File: src/rtl/pool2_ctrl_if.sv
// Control and address bundle between pool2_ctrl, the f4/f5 RAMs and the 16 pool units.
// The pool2_abort wire exists only when POOL2_ABORT_EN is defined.
interface pool2_ctrl_if #(
  parameter int AW_IN  = 7,
  parameter int AW_OUT = 5
);
  logic              pool2_start;
  logic              pool2_busy;
  logic              pool2_done;
  logic              f4_ren;
  logic [AW_IN-1:0]  f4_raddr;
  logic              pool2_clr;
  logic              f5_wen;
  logic [AW_OUT-1:0] f5_waddr;
`ifdef POOL2_ABORT_EN
  logic              pool2_abort;
`endif

  modport master (
    input  pool2_start,
`ifdef POOL2_ABORT_EN
    input  pool2_abort,
`endif
    output pool2_busy, pool2_done, f4_ren, f4_raddr, pool2_clr, f5_wen, f5_waddr
  );

  modport slave (
    output pool2_start,
`ifdef POOL2_ABORT_EN
    output pool2_abort,
`endif
    input  pool2_busy, pool2_done, f4_ren, f4_raddr, pool2_clr, f5_wen, f5_waddr
  );
endinterface

File: src/rtl/pool2_ctrl.sv
// Layer-2 pooling sequencer: reads f4 in 2x2-window order, steers the pool units, writes f5.
// Optional run abort input is compiled in with `define POOL2_ABORT_EN.
module pool2_ctrl #(
  parameter int IN_DIM  = 10,
  parameter int OUT_DIM = 5,
  parameter int AW_IN   = 7,
  parameter int AW_OUT  = 5,
  parameter int RD_LAT  = 1
) (
  input logic          clk,
  input logic          rst_n,
  pool2_ctrl_if.master bus
);
  typedef enum logic [1:0] {IDLE, READ, DRAIN, DONE} state_t;

  localparam logic [AW_OUT-1:0] LAST_W = AW_OUT'(OUT_DIM - 1);
  localparam logic [AW_OUT-1:0] LAST_K = AW_OUT'(OUT_DIM * OUT_DIM - 1);
  localparam logic [AW_OUT-1:0] ONE_O  = AW_OUT'(1);
  localparam logic [AW_IN-1:0]  ROW_W  = AW_IN'(IN_DIM);

  state_t            state;
  logic [AW_OUT-1:0] wr, wc, win;
  logic [AW_OUT-1:0] nxt_wr, nxt_wc, nxt_win;
  logic [1:0]        sub, nxt_sub;
  logic              last_read;
  logic              abort_hit;
  logic [RD_LAT:0]   dl_first, dl_last;
  logic [AW_OUT-1:0] dl_idx [0:RD_LAT];

  function automatic logic [AW_IN-1:0] addr_of(input logic [AW_OUT-1:0] r,
                                               input logic [AW_OUT-1:0] c,
                                               input logic [1:0] s);
    logic [AW_IN-1:0] row, col;
    row = AW_IN'({r, s[1]});
    col = AW_IN'({c, s[0]});
    return row * ROW_W + col;
  endfunction

  always_comb begin
    nxt_sub = sub + 2'd1;
    nxt_wc  = wc;
    nxt_wr  = wr;
    nxt_win = win;
    if (sub == 2'd3) begin
      nxt_win = win + ONE_O;
      if (wc == LAST_W) begin
        nxt_wc = '0;
        nxt_wr = wr + ONE_O;
      end else begin
        nxt_wc = wc + ONE_O;
      end
    end
  end

  assign last_read = (sub == 2'd3) && (wc == LAST_W) && (wr == LAST_W);

`ifdef POOL2_ABORT_EN
  assign abort_hit = bus.pool2_abort && (state == READ || state == DRAIN);
`else
  assign abort_hit = 1'b0;
`endif

  // dl_* stage 0 describes the read on the bus this cycle; stage i is that read i cycles later.
  always_ff @(posedge clk or negedge rst_n) begin
    if (!rst_n) begin
      state          <= IDLE;
      wr             <= '0;
      wc             <= '0;
      win            <= '0;
      sub            <= '0;
      dl_first       <= '0;
      dl_last        <= '0;
      for (int i = 0; i <= RD_LAT; i++) dl_idx[i] <= '0;
      bus.pool2_busy <= 1'b0;
      bus.pool2_done <= 1'b0;
      bus.f4_ren     <= 1'b0;
      bus.f4_raddr   <= '0;
      bus.pool2_clr  <= 1'b0;
      bus.f5_wen     <= 1'b0;
      bus.f5_waddr   <= '0;
    end else if (abort_hit) begin
      state          <= IDLE;
      dl_first       <= '0;
      dl_last        <= '0;
      bus.pool2_busy <= 1'b0;
      bus.pool2_done <= 1'b0;
      bus.f4_ren     <= 1'b0;
      bus.pool2_clr  <= 1'b0;
      bus.f5_wen     <= 1'b0;
    end else begin
      for (int i = 1; i <= RD_LAT; i++) begin
        dl_first[i] <= dl_first[i-1];
        dl_last[i]  <= dl_last[i-1];
        dl_idx[i]   <= dl_idx[i-1];
      end
      dl_first[0]    <= 1'b0;
      dl_last[0]     <= 1'b0;
      bus.pool2_clr  <= dl_first[RD_LAT-1];
      bus.f5_wen     <= dl_last[RD_LAT];
      if (dl_last[RD_LAT]) bus.f5_waddr <= dl_idx[RD_LAT];
      bus.pool2_done <= 1'b0;

      case (state)
        IDLE: begin
          if (bus.pool2_start) begin
            state          <= READ;
            bus.pool2_busy <= 1'b1;
            bus.f4_ren     <= 1'b1;
            bus.f4_raddr   <= '0;
            wr             <= '0;
            wc             <= '0;
            win            <= '0;
            sub            <= '0;
            dl_first[0]    <= 1'b1;
            dl_idx[0]      <= '0;
          end
        end
        READ: begin
          if (last_read) begin
            state      <= DRAIN;
            bus.f4_ren <= 1'b0;
          end else begin
            wr           <= nxt_wr;
            wc           <= nxt_wc;
            win          <= nxt_win;
            sub          <= nxt_sub;
            bus.f4_raddr <= addr_of(nxt_wr, nxt_wc, nxt_sub);
            dl_first[0]  <= (nxt_sub == 2'd0);
            dl_last[0]   <= (nxt_sub == 2'd3);
            dl_idx[0]    <= nxt_win;
          end
        end
        DRAIN: begin
          // The last window's write is on the bus this cycle; finish next cycle.
          if (bus.f5_wen && bus.f5_waddr == LAST_K) begin
            state          <= DONE;
            bus.pool2_done <= 1'b1;
          end
        end
        DONE: begin
          state          <= IDLE;
          bus.pool2_busy <= 1'b0;
        end
        default: state <= IDLE;
      endcase
    end
  end
endmodule

File: src/flat_wrapper.sv
// flat-port wrapper written by rule: the top's interface ports become plain ports
module pool2_ctrl_flat 
#(
  parameter int IN_DIM  = 10,
  parameter int OUT_DIM = 5,
  parameter int AW_IN   = 7,
  parameter int AW_OUT  = 5,
  parameter int RD_LAT  = 1
)
  (clk, rst_n, bus_pool2_start, bus_pool2_busy, bus_pool2_done, bus_f4_ren, bus_f4_raddr, bus_pool2_clr, bus_f5_wen, bus_f5_waddr);
  pool2_ctrl_if #(.AW_IN(AW_IN), .AW_OUT(AW_OUT)) bus_i ();
  input logic clk;
  input logic rst_n;
  input wire logic [$bits(bus_i.pool2_start)-1:0] bus_pool2_start;
  output wire logic [$bits(bus_i.pool2_busy)-1:0] bus_pool2_busy;
  output wire logic [$bits(bus_i.pool2_done)-1:0] bus_pool2_done;
  output wire logic [$bits(bus_i.f4_ren)-1:0] bus_f4_ren;
  output wire logic [$bits(bus_i.f4_raddr)-1:0] bus_f4_raddr;
  output wire logic [$bits(bus_i.pool2_clr)-1:0] bus_pool2_clr;
  output wire logic [$bits(bus_i.f5_wen)-1:0] bus_f5_wen;
  output wire logic [$bits(bus_i.f5_waddr)-1:0] bus_f5_waddr;
  assign bus_i.pool2_start = bus_pool2_start;
  assign bus_pool2_busy = bus_i.pool2_busy;
  assign bus_pool2_done = bus_i.pool2_done;
  assign bus_f4_ren = bus_i.f4_ren;
  assign bus_f4_raddr = bus_i.f4_raddr;
  assign bus_pool2_clr = bus_i.pool2_clr;
  assign bus_f5_wen = bus_i.f5_wen;
  assign bus_f5_waddr = bus_i.f5_waddr;
  pool2_ctrl #(.IN_DIM(IN_DIM), .OUT_DIM(OUT_DIM), .AW_IN(AW_IN), .AW_OUT(AW_OUT), .RD_LAT(RD_LAT)) u_core (.clk(clk), .rst_n(rst_n), .bus(bus_i));
endmodule
File: config.mk
export PLATFORM = sky130hd
export DESIGN_NAME = pool2_ctrl_flat
export DESIGN_NICKNAME = d
export VERILOG_FILES = /design/src/rtl/pool2_ctrl_if.sv /design/src/rtl/pool2_ctrl.sv /design/src/flat_wrapper.sv
export SDC_FILE = /design/constraint.sdc
export NUM_CORES = 1
export LEC_CHECK = 0
export BUFFER_PORTS_ARGS = -buffer_cell sky130_fd_sc_hd__buf_4
export CORE_MARGIN = 2
export CORE_UTILIZATION = 30
export DETAILED_ROUTE_END_ITERATION = 8
export SETUP_SLACK_MARGIN = 0.05
export SLEW_MARGIN = 15
export SYNTH_ARGS = -nofsm -noshare
export SYNTH_HDL_FRONTEND = slang
export SYNTH_SLANG_ARGS = --single-unit
File: constraint.sdc
create_clock -name clk -period 4 [get_ports clk]
set_input_delay 0 -clock clk [delete_from_list [all_inputs] [get_ports clk]]
set_output_delay 0 -clock clk [all_outputs]
set_load 0.05 [all_outputs]
Word level (Yosys, flattened, before mapping). Index checks and enable logic that the tools add are counted.

Input bits: 3. Register bits: 44.

Add/sub/neg operators: 5. Multipliers: 1. Reductions and logical operators: 12. Equal/unequal tests: 13. Muxes and demuxes: 33.

Operators with widths (count): 5-bit two-way mux (9); 5-bit case mux with 2 select lines (3); 5-bit by 1-bit adder with 5-bit output, second input constant (3); 7-bit two-way mux (2); 7-bit case mux with 2 select lines (1); 5-bit by 3-bit equality test with 1-bit output, second input constant (2); 2-bit two-way mux (5); 3-bit AND reduction (3); 2-bit equality test, second input constant (4); 1-bit two-way mux (8); 2-bit case mux with 4 select lines (1); 7-bit by 6-bit adder with 7-bit output (1); 6-bit by 3-bit multiplier with 6-bit output, second input constant (1); 1-bit case mux with 2 select lines (3); 5-bit equality test, second input constant (1); 2-bit logical NOT (2); 2-bit by 1-bit inequality test with 1-bit output, second input constant (2); 2-bit inequality test, second input constant (2); 2-bit case mux with 2 select lines (1); 4-bit AND reduction (1); 2-bit nonzero test (2); 1-bit logical AND (3); 3-bit by 1-bit inequality test with 1-bit output, second input constant (1); 2-bit by 1-bit adder with 2-bit output, second input constant (1); other kinds (2) (2).

Longest topological paths before layout.
Depth after elaboration: 7. Gate-level depth with buffers: 15. Mapped depth without buffers: 15.

Worst setup path after synthesis. OpenSTA, ideal clock, no wires.

Kind: flip-flop to flip-flop. Start point: register u_core.sub[0]. End point: register u_core.bus.f4_raddr[6]. Path slack: 0.975 ns. Data arrival time: 2.949 ns. Period minus slack after synthesis: 3.025 ns. Setup time: 0.076 ns. Cell stages (with the launch flop): 15. Path through: dfrtp_1 ha_1 buf_4 nand4b_2 nor2_2 and4_1 xor2_1 ha_1 inv_1 fa_1 inv_1 ha_1 a21oi_1 xnor3_1 o21ai_1.

Longest elaborated chain between the ends: 6. Elaborated cells on any way between the ends: 12.

Ends and longest elaborated chain: start: declaration (line pool2_ctrl.sv:24) `logic [1:0] sub, nxt_sub;`; start signal: assignment (line pool2_ctrl.sv:126) `sub <= nxt_sub;`; 2-bit equality test (line pool2_ctrl.sv:44, pool2_ctrl.sv:55); 5-bit two-way mux (line pool2_ctrl.sv:44) `if (sub == 2'd3) begin`; 6-bit by 3-bit multiplier with 6-bit output (line pool2_ctrl.sv:36) `return row * ROW_W + col;`; 7-bit by 6-bit adder with 7-bit output (line pool2_ctrl.sv:36); 7-bit two-way mux (line pool2_ctrl.sv:119) `if (last_read) begin`; 7-bit case mux with 2 select lines (line pool2_ctrl.sv:103) `case (state)`; end signal: assignment (line pool2_ctrl.sv:127) `bus.f4_raddr <= addr_of(nxt_wr, nxt_wc, nxt_sub);`; end: declaration (line pool2_ctrl_if.sv:24) `output pool2_busy, pool2_done, f4_ren, f4_raddr, pool2_clr, f5_wen, f5_waddr`.

Parallel ways exist; a longest one is shown, timed or not. The select of a mux whose other input is x is not followed. A chain may end at the register's enable or synchronous reset.

Worst setup path after layout. Same ends and word-level chain as after synthesis.

==> run metrics <==
outcome=completed; total gr overflow=0; Cell Pwr Density=574 nW/um^2; xor/xnor share of the synthesized area=0.0643; Synth async-reset ratio=1.00; post-synth top area share=0.449; ANT cells=0; final hold slack=221 ps; Mapped Avg Cell Area=10.8 sq um; Detailed Route Iter0 Violations=35; Slew Limit Fails=0; Remaining DRCs=0; CTS Sinks=43; CTS clock-pin slew for the worst setup and hold paths=80 ps; Tmin final=3420 ps; WP data required=4230 ps; Max Buffers Root-to-Sink=2; Compound-Gate Fraction of Synth Area=0.113; Num CTS Buffers=5; Fill cells=776; root buffer cell=clkbuf_8; crit share post-route=0.854; Via density=4.65; initial antenna violation count=0; die area=8710 sq um; ys flop type=dfrtp_1; final setup fails=0; Final WS setup=585 ps; count of different cell masters after synthesis=46; pre-CTS setup slack=605 ps; R2R depth=13; synth top area cells=dfrtp_1 (45%), ha_1 (9.9%), nand2_1 (3.4%); RSZ-0062 raised after global routing=no; post-synthesis simple-gate area fraction=0.148; largest net degree at the start of global routing=44; post-route cell area=2730 sq um; Final Skew=7.03 ps; max-cap violations=0; hpwl dp=3.14 mm; Slew @ Worst Pin=935 ps; final hold vios=0; Synth area leader=dfrtp_1; drt total wl=4.54 mm; latest clock arrival within the worst-skew pair=310 ps; area growth from synthesis to layout=14.1%; r2r setup slk=580 ps; wire length of the first global-routing pass=7.91 mm; post-synthesis mux area share=0.0538; post-CTS sizing=0; Slew headroom=0.377; RePlAce Congestion=0.797; Setup crit start kind=flip-flop; cell count after synthesis=221; Total GRT Usage=0.115; EDFF count, synth=0; Layout Nets=265; arrival time worst endpoint=3650 ps; DIE WIDTH=93.3 um; Core ar.=7730 sq um; share of layout cells above drive strength 1=0.169; final antenna-violating net count=0; vias=1600; reg-to-reg endpoint=u_core.bus.f4_raddr[6]; FF+latch area=1080 sq um; PortBufs=19; critical path endpoint category=flip-flop; Post-Syn Area=2390 sq um; f_max=293 MHz; Hold WC Path Type=in -> async; Peak supply drop=0.165 mV; Crit Path Class=reg -> reg; register area share after synthesis=0.449; setup_tns=0 ps; adder-cell area share of the yosys netlist=0.116; H-tree Lvls=2; DRT Pass-1 Iters=4; Multi-input gate area=1190 sq um; Worst R2R Start=u_core.sub[0]; most frequent cells in the layout=dfrtp_1 (43), nand2_1 (22), ha_1 (19), buf_4 (19), inv_1 (18); most common cell after layout, fill and taps aside=dfrtp_1; worst-path fanout max=9; Post-DP Area=2600 sq um; routed len/inst=13.2 um; Boundary Pins=20; Ys Warns=0; CTS tree=done; Yosys reg bits=43; Leak=1.34 nW; combinational family with the most area after synthesis=simple AND/OR/NAND/NOR gates; final core utilization=0.354; die height=93.3 um; row count=32; Initial Util=0.310; Post-Syn Nets=245; vias in the first global route=1630
## timing repair
item	in CTS	in global routing
endpoints found under the setup margin	0	0
hold buffers	2	0
buffers inserted	0	0
hold endpoints to repair	44	0
## sequential cells by signal, summed over array words and instances (netlist names), 2 cells and up
register             flops
u_core.bus.f4_raddr      6
u_core.win               5
u_core.state             2
u_core.dl_last           2
u_core.wc                5
u_core.sub               2
u_core.bus.f5_waddr      5
u_core.dl_idx            5
u_core.wr                5
## Yosys cell counts (2+ instances only)
| cell | instances |
|---|---|
| a211oi_1 | 2 |
| a21o_1 | 2 |
| a21oi_1 | 5 |
| a21oi_2 | 2 |
| a22o_1 | 7 |
| and2_1 | 4 |
| buf_4 | 3 |
| buf_6 | 3 |
| dfrtp_1 | 43 |
| fa_1 | 2 |
| ha_1 | 19 |
| inv_1 | 18 |
| mux2_2 | 6 |
| mux2i_1 | 5 |
| nand2_1 | 22 |
| nand2b_1 | 5 |
| nand3_1 | 4 |
| nand4_1 | 4 |
| nand4b_1 | 2 |
| nor2_1 | 10 |
| o21ai_0 | 13 |
| o21ai_1 | 2 |
| or3_1 | 2 |
| xnor2_1 | 8 |
| xor2_1 | 7 |
## how the worst max path moves through the flow
stage               cells after the start                endpoint  slack, ps           from
floorplan                              14  u_core.bus.f4_raddr[6]        970  u_core.sub[0]
global placement                       13  u_core.bus.f4_raddr[6]        730  u_core.sub[0]
detailed placement                     13  u_core.bus.f4_raddr[6]        600  u_core.sub[0]
CTS                                    13  u_core.bus.f4_raddr[6]        560  u_core.sub[0]
global route                           13  u_core.bus.f4_raddr[6]        290  u_core.sub[0]
finish                                 13  u_core.bus.f4_raddr[6]        580  u_core.sub[0]
## per-layer routing
layer,up-vias,routed length [um],global-route usage,part of all wire
li1,791,-,-,-
met1,761,2200,0.157,0.48
met2,39,2060,0.177,0.45
met3,9,216,0.0274,0.048
met4,0,69,0.0404,0.015
met5,-,0,0,0
## metrics by stage
| stage | power [mW] | cells |
|---|---|---|
| 2_1_floorplan | 1.10 | 221 |
| 3_3_place_gp | 1.23 | 334 |
| 3_5_place_dp | 1.24 | 334 |
| 4_1_cts | 1.59 | 344 |
| 5_1_grt | 1.68 | 344 |
| 6_report | 1.57 | 344 |
## critical path, cell delays in order (launching register included)
cell	delay (ps)
dfrtp_1	410
ha_1	390
nand4b_2	180
nor2_2	330
and4_1	250
xor2_1	210
ha_1	160
inv_1	50
fa_1	530
inv_1	40
ha_1	290
a21oi_1	150
xnor3_1	220
o21ai_1	120
## power breakdown
part | internal [mW] | total, mW | switching (mW)
clock | 0.186 | 0.344 | 0.158
combinational | 0.215 | 0.649 | 0.433
sequential | 0.518 | 0.576 | 0.0584
## final cells by class
cell class | count | area share
Multi-Input combinational cell | 152 | 0.434
Sequential cell | 43 | 0.394
Timing Repair Buffer | 21 | 0.0595
Tap cell | 102 | 0.0467
Clock buffer | 5 | 0.0252
Inverter | 18 | 0.0247
Clock inverter | 3 | 0.0160
## cells by family after synthesis
| kind of cell | Yosys count |
|---|---|
| xor gates and xnor gates | 16 |
| buffers and inverters | 26 |
| DFF | 43 |
| muxes | 12 |
| and+or+nand+nor | 63 |
| adders and majority gates | 21 |
| AOI/OAI and AO/OA | 40 |
(Power assumes the default switching activity.)
